File: src/rtl/alu_issue.sv
// RV32I issue/writeback stage feeding a fixed-latency ALU.
// Holds the architectural register file and allows one instruction in flight.
module alu_issue #(
  parameter int XLEN        = 32,
  parameter int ALU_LATENCY = 1
) (
  input  logic            clock,
  input  logic            reset_n,
  input  logic            instr_valid,
  input  logic [31:0]     instr,
  output logic            instr_ready,
  output logic            alu_enable,
  output logic [6:0]      alu_funct7,
  output logic [2:0]      alu_funct3,
  output logic [XLEN-1:0] alu_operand_0,
  output logic [XLEN-1:0] alu_operand_1,
  input  logic [XLEN-1:0] alu_destination,
  output logic            wb_valid,
  output logic [4:0]      wb_rd,
  output logic [XLEN-1:0] wb_data,
  output logic            illegal
);

  typedef enum logic [1:0] {
    S_IDLE,
    S_ISSUE,
    S_WAIT,
    S_WB
  } state_e;

  localparam logic [3:0] CNT_LAST = 4'(ALU_LATENCY - 1);

  state_e          state_q, state_d;
  logic [3:0]      cnt_q, cnt_d;
  logic [XLEN-1:0] op0_q, op0_d;
  logic [XLEN-1:0] op1_q, op1_d;
  logic [6:0]      f7_q, f7_d;
  logic [2:0]      f3_q, f3_d;
  logic [4:0]      rd_q, rd_d;
  logic [XLEN-1:0] wbd_q, wbd_d;
  logic            ill_q, ill_d;
  logic            we;
  logic [XLEN-1:0] rf_q [32];

  logic [4:0]      rs1, rs2;
  logic [2:0]      f3;
  logic            is_op, is_opi, is_shift;
  logic [XLEN-1:0] rs1_val, rs2_val;
  logic [XLEN-1:0] imm_s, imm_sh;

  assign rs1      = instr[19:15];
  assign rs2      = instr[24:20];
  assign f3       = instr[14:12];
  assign is_op    = instr[6:0] == 7'b0110011;
  assign is_opi   = instr[6:0] == 7'b0010011;
  assign is_shift = (f3 == 3'b001) || (f3 == 3'b101);
  assign imm_s    = {{(XLEN-12){instr[31]}}, instr[31:20]};
  assign imm_sh   = XLEN'(instr[24:20]);
  // x0 is never written, but the mux keeps reads hard-wired to zero
  assign rs1_val  = (rs1 == 5'd0) ? '0 : rf_q[rs1];
  assign rs2_val  = (rs2 == 5'd0) ? '0 : rf_q[rs2];

  always_comb begin
    state_d = state_q;
    cnt_d   = cnt_q;
    op0_d   = op0_q;
    op1_d   = op1_q;
    f7_d    = f7_q;
    f3_d    = f3_q;
    rd_d    = rd_q;
    wbd_d   = wbd_q;
    ill_d   = 1'b0;
    we      = 1'b0;
    case (state_q)
      S_IDLE: begin
        if (instr_valid) begin
          unique case (1'b1)
            is_op: begin
              op0_d   = rs1_val;
              op1_d   = rs2_val;
              f7_d    = instr[31:25];
              f3_d    = f3;
              rd_d    = instr[11:7];
              state_d = S_ISSUE;
            end
            is_opi: begin
              op0_d   = rs1_val;
              op1_d   = is_shift ? imm_sh : imm_s;
              f7_d    = is_shift ? instr[31:25] : 7'd0;
              f3_d    = f3;
              rd_d    = instr[11:7];
              state_d = S_ISSUE;
            end
            default: ill_d = 1'b1;
          endcase
        end
      end
      S_ISSUE: begin
        cnt_d   = '0;
        state_d = S_WAIT;
      end
      S_WAIT: begin
        if (cnt_q == CNT_LAST) begin
          wbd_d   = alu_destination;
          state_d = S_WB;
        end else begin
          cnt_d = cnt_q + 4'd1;
        end
      end
      S_WB: begin
        we      = 1'b1;
        state_d = S_IDLE;
      end
      default: state_d = S_IDLE;
    endcase
  end

  always_ff @(posedge clock or negedge reset_n) begin
    if (!reset_n) begin
      state_q <= S_IDLE;
      cnt_q   <= '0;
      op0_q   <= '0;
      op1_q   <= '0;
      f7_q    <= '0;
      f3_q    <= '0;
      rd_q    <= '0;
      wbd_q   <= '0;
      ill_q   <= 1'b0;
    end else begin
      state_q <= state_d;
      cnt_q   <= cnt_d;
      op0_q   <= op0_d;
      op1_q   <= op1_d;
      f7_q    <= f7_d;
      f3_q    <= f3_d;
      rd_q    <= rd_d;
      wbd_q   <= wbd_d;
      ill_q   <= ill_d;
    end
  end

  always_ff @(posedge clock or negedge reset_n) begin
    if (!reset_n) begin
      for (int i = 0; i < 32; i++) rf_q[i] <= '0;
    end else if (we && rd_q != 5'd0) begin
      rf_q[rd_q] <= wbd_q;
    end
  end

  assign instr_ready   = state_q == S_IDLE;
  assign alu_enable    = state_q == S_ISSUE;
  assign wb_valid      = state_q == S_WB;
  assign alu_funct7    = f7_q;
  assign alu_funct3    = f3_q;
  assign alu_operand_0 = op0_q;
  assign alu_operand_1 = op1_q;
  assign wb_rd         = rd_q;
  assign wb_data       = wbd_q;
  assign illegal       = ill_q;

endmodule

File: config.mk
export PLATFORM = sky130hd
export DESIGN_NAME = alu_issue
export DESIGN_NICKNAME = d
export VERILOG_FILES = /design/src/rtl/alu_issue.sv
export SDC_FILE = /design/constraint.sdc
export NUM_CORES = 2
export LEC_CHECK = 0
export CORE_MARGIN = 4
export CORE_UTILIZATION = 62
export DETAILED_ROUTE_END_ITERATION = 7
export GPL_TIMING_DRIVEN = 1
export PLACE_DENSITY = 0.8
export SYNTH_ARGS = -nofsm -noshare
export SYNTH_HDL_FRONTEND = slang
export SYNTH_SLANG_ARGS = --single-unit
File: constraint.sdc
create_clock -name clock -period 3 [get_ports clock]
set_clock_uncertainty 0.1 [all_clocks]
set_input_delay 0.9 -clock clock [delete_from_list [all_inputs] [get_ports clock]]
set_output_delay 0.9 -clock clock [all_outputs]
set_load 0.01 [all_outputs]
; ---- Yosys cells after proc, flatten, opt, wreduce, memory -nomap -nowiden
; Index checks and enable logic that the tools add are counted.
[totals]
register_bits = 1142
word_cells = 101
[classes]
addsub = 1
n_lt_le_gt_ge = 4
eq_ne = 11
muxes = 25
bitwise_logic = 3
reduce_logical = 16
[ops]
columns = operator, count
row1 = bitwise mux 1024 bit, 1
row2 = binary-select mux 32 bit (select 5 bit), 2
row3 = two-way mux 32 bit, 8
row4 = demux 32 bit (select 5 bit), 1
row5 = one-hot mux 32 bit (2 select lines), 1
row6 = "greater-or-equal comparator 6 bit, second input constant", 3
row7 = NOT 5 -> 6 bit, 3
row8 = one-hot mux 7 bit (2 select lines), 1
row9 = logical NOT 5 bit, 2
row10 = AND reduction 3 bit, 3
row11 = "inequality test 2 bit, second input constant", 4
row12 = one-hot mux 2 bit (4 select lines), 1
row13 = one-hot mux 4 bit (2 select lines), 1
row14 = "equality test 7 x 5 -> 1 bit, second input constant", 1
row15 = "equality test 7 x 6 -> 1 bit, second input constant", 1
row16 = two-way mux 7 bit, 1
row17 = "less-than comparator 6 x 1 -> 1 bit, second input constant", 1
row18 = two-way mux 2 bit, 3
row19 = nonzero test 5 bit, 1
row20 = "adder 4 x 1 -> 4 bit, second input constant", 1
row21 = "equality test 2 bit, second input constant", 2
row22 = logical NOT 4 bit, 1
row23 = two-way mux 1 bit, 4
row24 = two-way mux 4 bit, 1
row25 = other kinds (9), 12

; ---- Depth between registers and ports, before layout
[logic_depth]
depth_word = 6
mapped_depth = 10

; ---- Worst setup path after synthesis
; No wires, ideal clock.
[synth_timing]
kind = input port to flip-flop
startpoint = in instr[15]
endpoint = reg op0_q[25] (netlist: alu_operand_0[25])
arrival_ns = 2.804
path_slack_ns = -0.030
stages = 7
path_buffers = 3
cell_sequence = buf_2 -> clkbuf_1 -> buf_2 -> mux4_2 -> mux2i_1 -> a21oi_1 -> a221o_1
[synth_via]
elab_chain_cells = 5
elab_cells_between_ends = 6
cone_classes = mux: 4 / bitwise: 1 / reduce/logical: 1
[synth_lines]
columns = element, line
row1 = from (decl), 10  ; input logic [31:0] instr,
row2 = NOT 5 -> 6 bit (implied by the code), 60  ; assign rs1_val = (rs1 == 5'd0) ? '0 : rf_q[rs1];
row3 = binary-select mux 32 bit (select 5 bit), 60
row4 = two-way mux 32 bit (implied by the code) (2 in a row), 60
row5 = two-way mux 32 bit *, 60
row6 = to (signal assigned), 132  ; op0_q <= op0_d;
row7 = to (decl), 35  ; logic [XLEN-1:0] op0_q, op0_d;
; Every way passes the cells marked *; elsewhere a longest branch is shown, timed or not. The select of a mux whose other input is x is not followed.
; A chain may end at the register's enable or synchronous reset.

; ---- Worst setup path after layout
[layout_timing]
startpoint = in instr[3]
endpoint = reg op0_q[24] (netlist: alu_operand_0[24])
[layout_via]
elab_chain_cells = 3
elab_cells_between_ends = 4
cone_classes = eq/ne: 2 / reduce/logical: 2
[layout_lines]
columns = element, line
row1 = equality test 7 x 6 -> 1 bit / equality test 7 x 5 -> 1 bit (equally long branches), "54, 55"
row2 = OR reduction 2 bit (no line) *, --
row3 = AND reduction 3 bit (no line) *, --
; Every way passes the cells marked *; elsewhere a longest branch is shown, timed or not.

==> metrics.cfg <==
[layout]
finish.instance_area_um2 = 68000
final_nets = 4027
syn_to_final_growth_pct = 16.5
fillers = 5796
final_core_util = 0.729
final-instance-count-excl-fill = 5303
drive_above_1_share = 0.534

[floorplan]
die_area_um2 = 99200
row_count = 112
num_io_pins = 182
die_y_um = 315
coreArea_um2 = 93300
initial_core_util = 0.626
die_x_um = 315

[worst_setup_path]
worst_ep_required_time_ns = 3.53
start_kind = primary input
critPathCaptureType = register
critPathSlowestCell = or4b_1
path_max_fanout = 14
crit_chain = clkdlybuf4s50_1 -> or4b_1 -> or3_4 -> nor3_4 -> buf_12 -> a21boi_0 -> a221o_1
worstPathArrival_ns = 3.48
cpPeakStageDelay_ns = 0.68
crit_type = in2reg

[routing]
wl_per_cell_um = 34.0
routed_wl_mm = 180
firstDrtPassIters = 6
ant_nets = 0
vias = 38700
wl_met3_mm = 20.3
top_layer_used = met4
route.met2.wl_mm = 81.3
met1_length_mm = 67.0
drt_iter0_drc = 4834
drcViolationCount = 0
viasPerCell = 7.30

[sta]
slew_headroom = 0.128
min_period_over_period = 0.981
holdWs_ns = 0.0588
setup_viol = 0
hold_viol = 0
fmax_ghz = 0.340
tightest_slew_ns = 1.31
layout_min_cycle_time_ns = 2.94
finalMaxSlewViolations = 0
grt_setup_unrepaired = no

[clock_tree]
cts_inserted_buffers = 119
cts.sinks = 1142
clk_pin_slew_worst_paths_ns = 0.06
htree_levels = 3
cts.path.max_buffers = 3
clk_latency_ns = 0.71
cts_tree = built
holdBufCountCts = 0
cts_root_buffer = clkbuf_16

[synthesis]
ys.flop_type = dfrtp_1
syn_nets = 3825
ys_types = 64
synth-seq-cells = 1142
yosysSeqAreaShare = 0.489
async_reset_ff_frac = 1.00
syn-mean-instance-area_um2 = 15.6
yosysWarnings = 0
syn_area_um2 = 58400
syn_inst = 3752
synth_edf_count = 0

[global_routing]
grt_pass1_wl_mm = 268
track_usage = 0.369
antenna_found_initial = 2
grt_pass1_vias = 39800
grt_overflow_total = 0
grt_start_max_net_pins = 110

[placed_design]
io_buffers = 181
gp_congestion = 0.909
dp.cells = 5086
dpl-instance-area_um2 = 64100
hpwl_mm = 113

[pwr]
vdd_drop_max_v = 0.000685
power.density_nw_per_um2 = 624
p_leak_nw = 31.1

[outcome]
status = finished clean

[run]
drv.max_cap_violation_count = 0

[worst_hold_path]
hold_class = in2async

==> synth_stat cells (20+ instances only) <==
library cell | count | area share
dfrtp_1 | 1142 | 0.49
mux2_2 | 1051 | 0.20
mux4_2 | 528 | 0.20
clkbuf_1 | 255 | 0.016
mux2i_1 | 87 | 0.015
buf_2 | 83 | 0.0071
nand2_1 | 83 | 0.0053
buf_1 | 79 | 0.0051
a22oi_1 | 62 | 0.0080
nor2_1 | 37 | 0.0024
o221ai_1 | 37 | 0.0055
a21oi_1 | 36 | 0.0031
nor2b_1 | 29 | 0.0031
a221o_1 | 27 | 0.0046
a211oi_1 | 22 | 0.0028
a21boi_0 | 20 | 0.0026
o221a_2 | 20 | 0.0039
==> power breakdown <==
part	total, mW	internal [mW]	leakage (nW)	switching, mW
registers	18.4	17.0	15.8	1.41
logic	9.15	4.37	13.4	4.78
clock network	14.8	8.62	1.91	6.22
total	42.4	30.0	31.1	12.4
==> placed cells by master (no fill, tap or decap), drive strengths merged, types with 4 or more instances in the layout <==
cell and n:
a211oi 22, a221o 27, nand3b 6, nor2 39, o21ai 7, mux2 1051
mux4 528, o211a 6, clkinv 22, dfrtp 1142, buf 329, nor2b 29
o211ai 7, ha 6, clkdlybuf4s50 171, nand4 4, a31oi 7, o221a 20
a21oi 36, inv 14, mux2i 87, a22oi 62, bufinv 8, nand2b 4
nor4 5, o22ai 15, nand2 84, o221ai 37, a21boi 22, clkbuf 178
nor3b 7, a22o 7, nand3 13, nor3 6
==> what timing repair did <==
action,in CTS,in global routing
buffers inserted,0,1
resized for setup,6,0
setup endpoints to repair,2,1
pin swaps,0,1
==> layer usage <==
layer	GRT usage	up-vias
li1	-	15000
met1	0.511	20500
met2	0.554	2562
met3	0.0911	650
met4	0.188	0
met5	0	-
==> registers in the layout, indices dropped and copies added (netlist names) <==
register	cells
wb_data	32
wb_rd	5
state_q	2
alu_operand_1	32
alu_funct7	7
cnt_q	4
alu_operand_0	32
rf_q	1024
illegal	1
alu_funct3	3
==> path summary, 6_finish.rpt <==
kind,start,to,slack [ns],cells after the start
setup / recovery,instr[3],alu_operand_0[24],0.06,7
hold / removal,reset_n,rf_q[0],0.06,1
setup reg to reg,wb_rd[2],rf_q[826],0.34,4
hold reg to reg,rf_q[996],rf_q[996],0.28,0
max in group asynchronous,reset_n,rf_q[817],1.74,2
min in group clock,rf_q[996],rf_q[996],0.28,0
==> cell type report <==
type / instances / area [um2] / share of cell area
Multi-Input combinational cell: 2180 / 28300 / 0.416
Tap cell: 1254 / 1570 / 0.0231
Sequential cell: 1142 / 28600 / 0.420
Clock buffer: 178 / 3460 / 0.0509
Inverter: 9 / 33.8 / 0.000497
Timing Repair Buffer: 502 / 5660 / 0.0832
Clock inverter: 37 / 424 / 0.00624
Antenna cell: 1 / 2.50 / 0.0000368
==> metrics by stage <==
| stage | setup WS (ns) | TNS, ns | power [mW] |
|---|---|---|---|
| floorplan | 0.0484 | 0 | 23.6 |
| global placement | -0.505 | -33.51 | 27.4 |
| detailed placement | -0.560 | -36.70 | 27.6 |
| CTS | 0.0118 | 0 | 42.4 |
| global route | 0.0164 | 0 | 43.8 |
| finish | 0.0568 | 0 | 42.4 |
==> logic make-up after synthesis <==
family,count (synthesis),share of synthesized area
mux,1666,0.421
flops,1142,0.489
buf+inv,430,0.0297
compound gates,292,0.0393
simple gates,214,0.0187
fa+ha+maj,6,0.00129
xor+xnor,2,0.000300
==> critical path, delay by kind of cell <==
family	cells	cell delay [ns]
AOI/OAI and AO/OA	2	0.40
and+or+nand+nor	3	1.47
buffers and inverters	2	0.68
No activity file was read; power rests on OpenSTA's default activity.
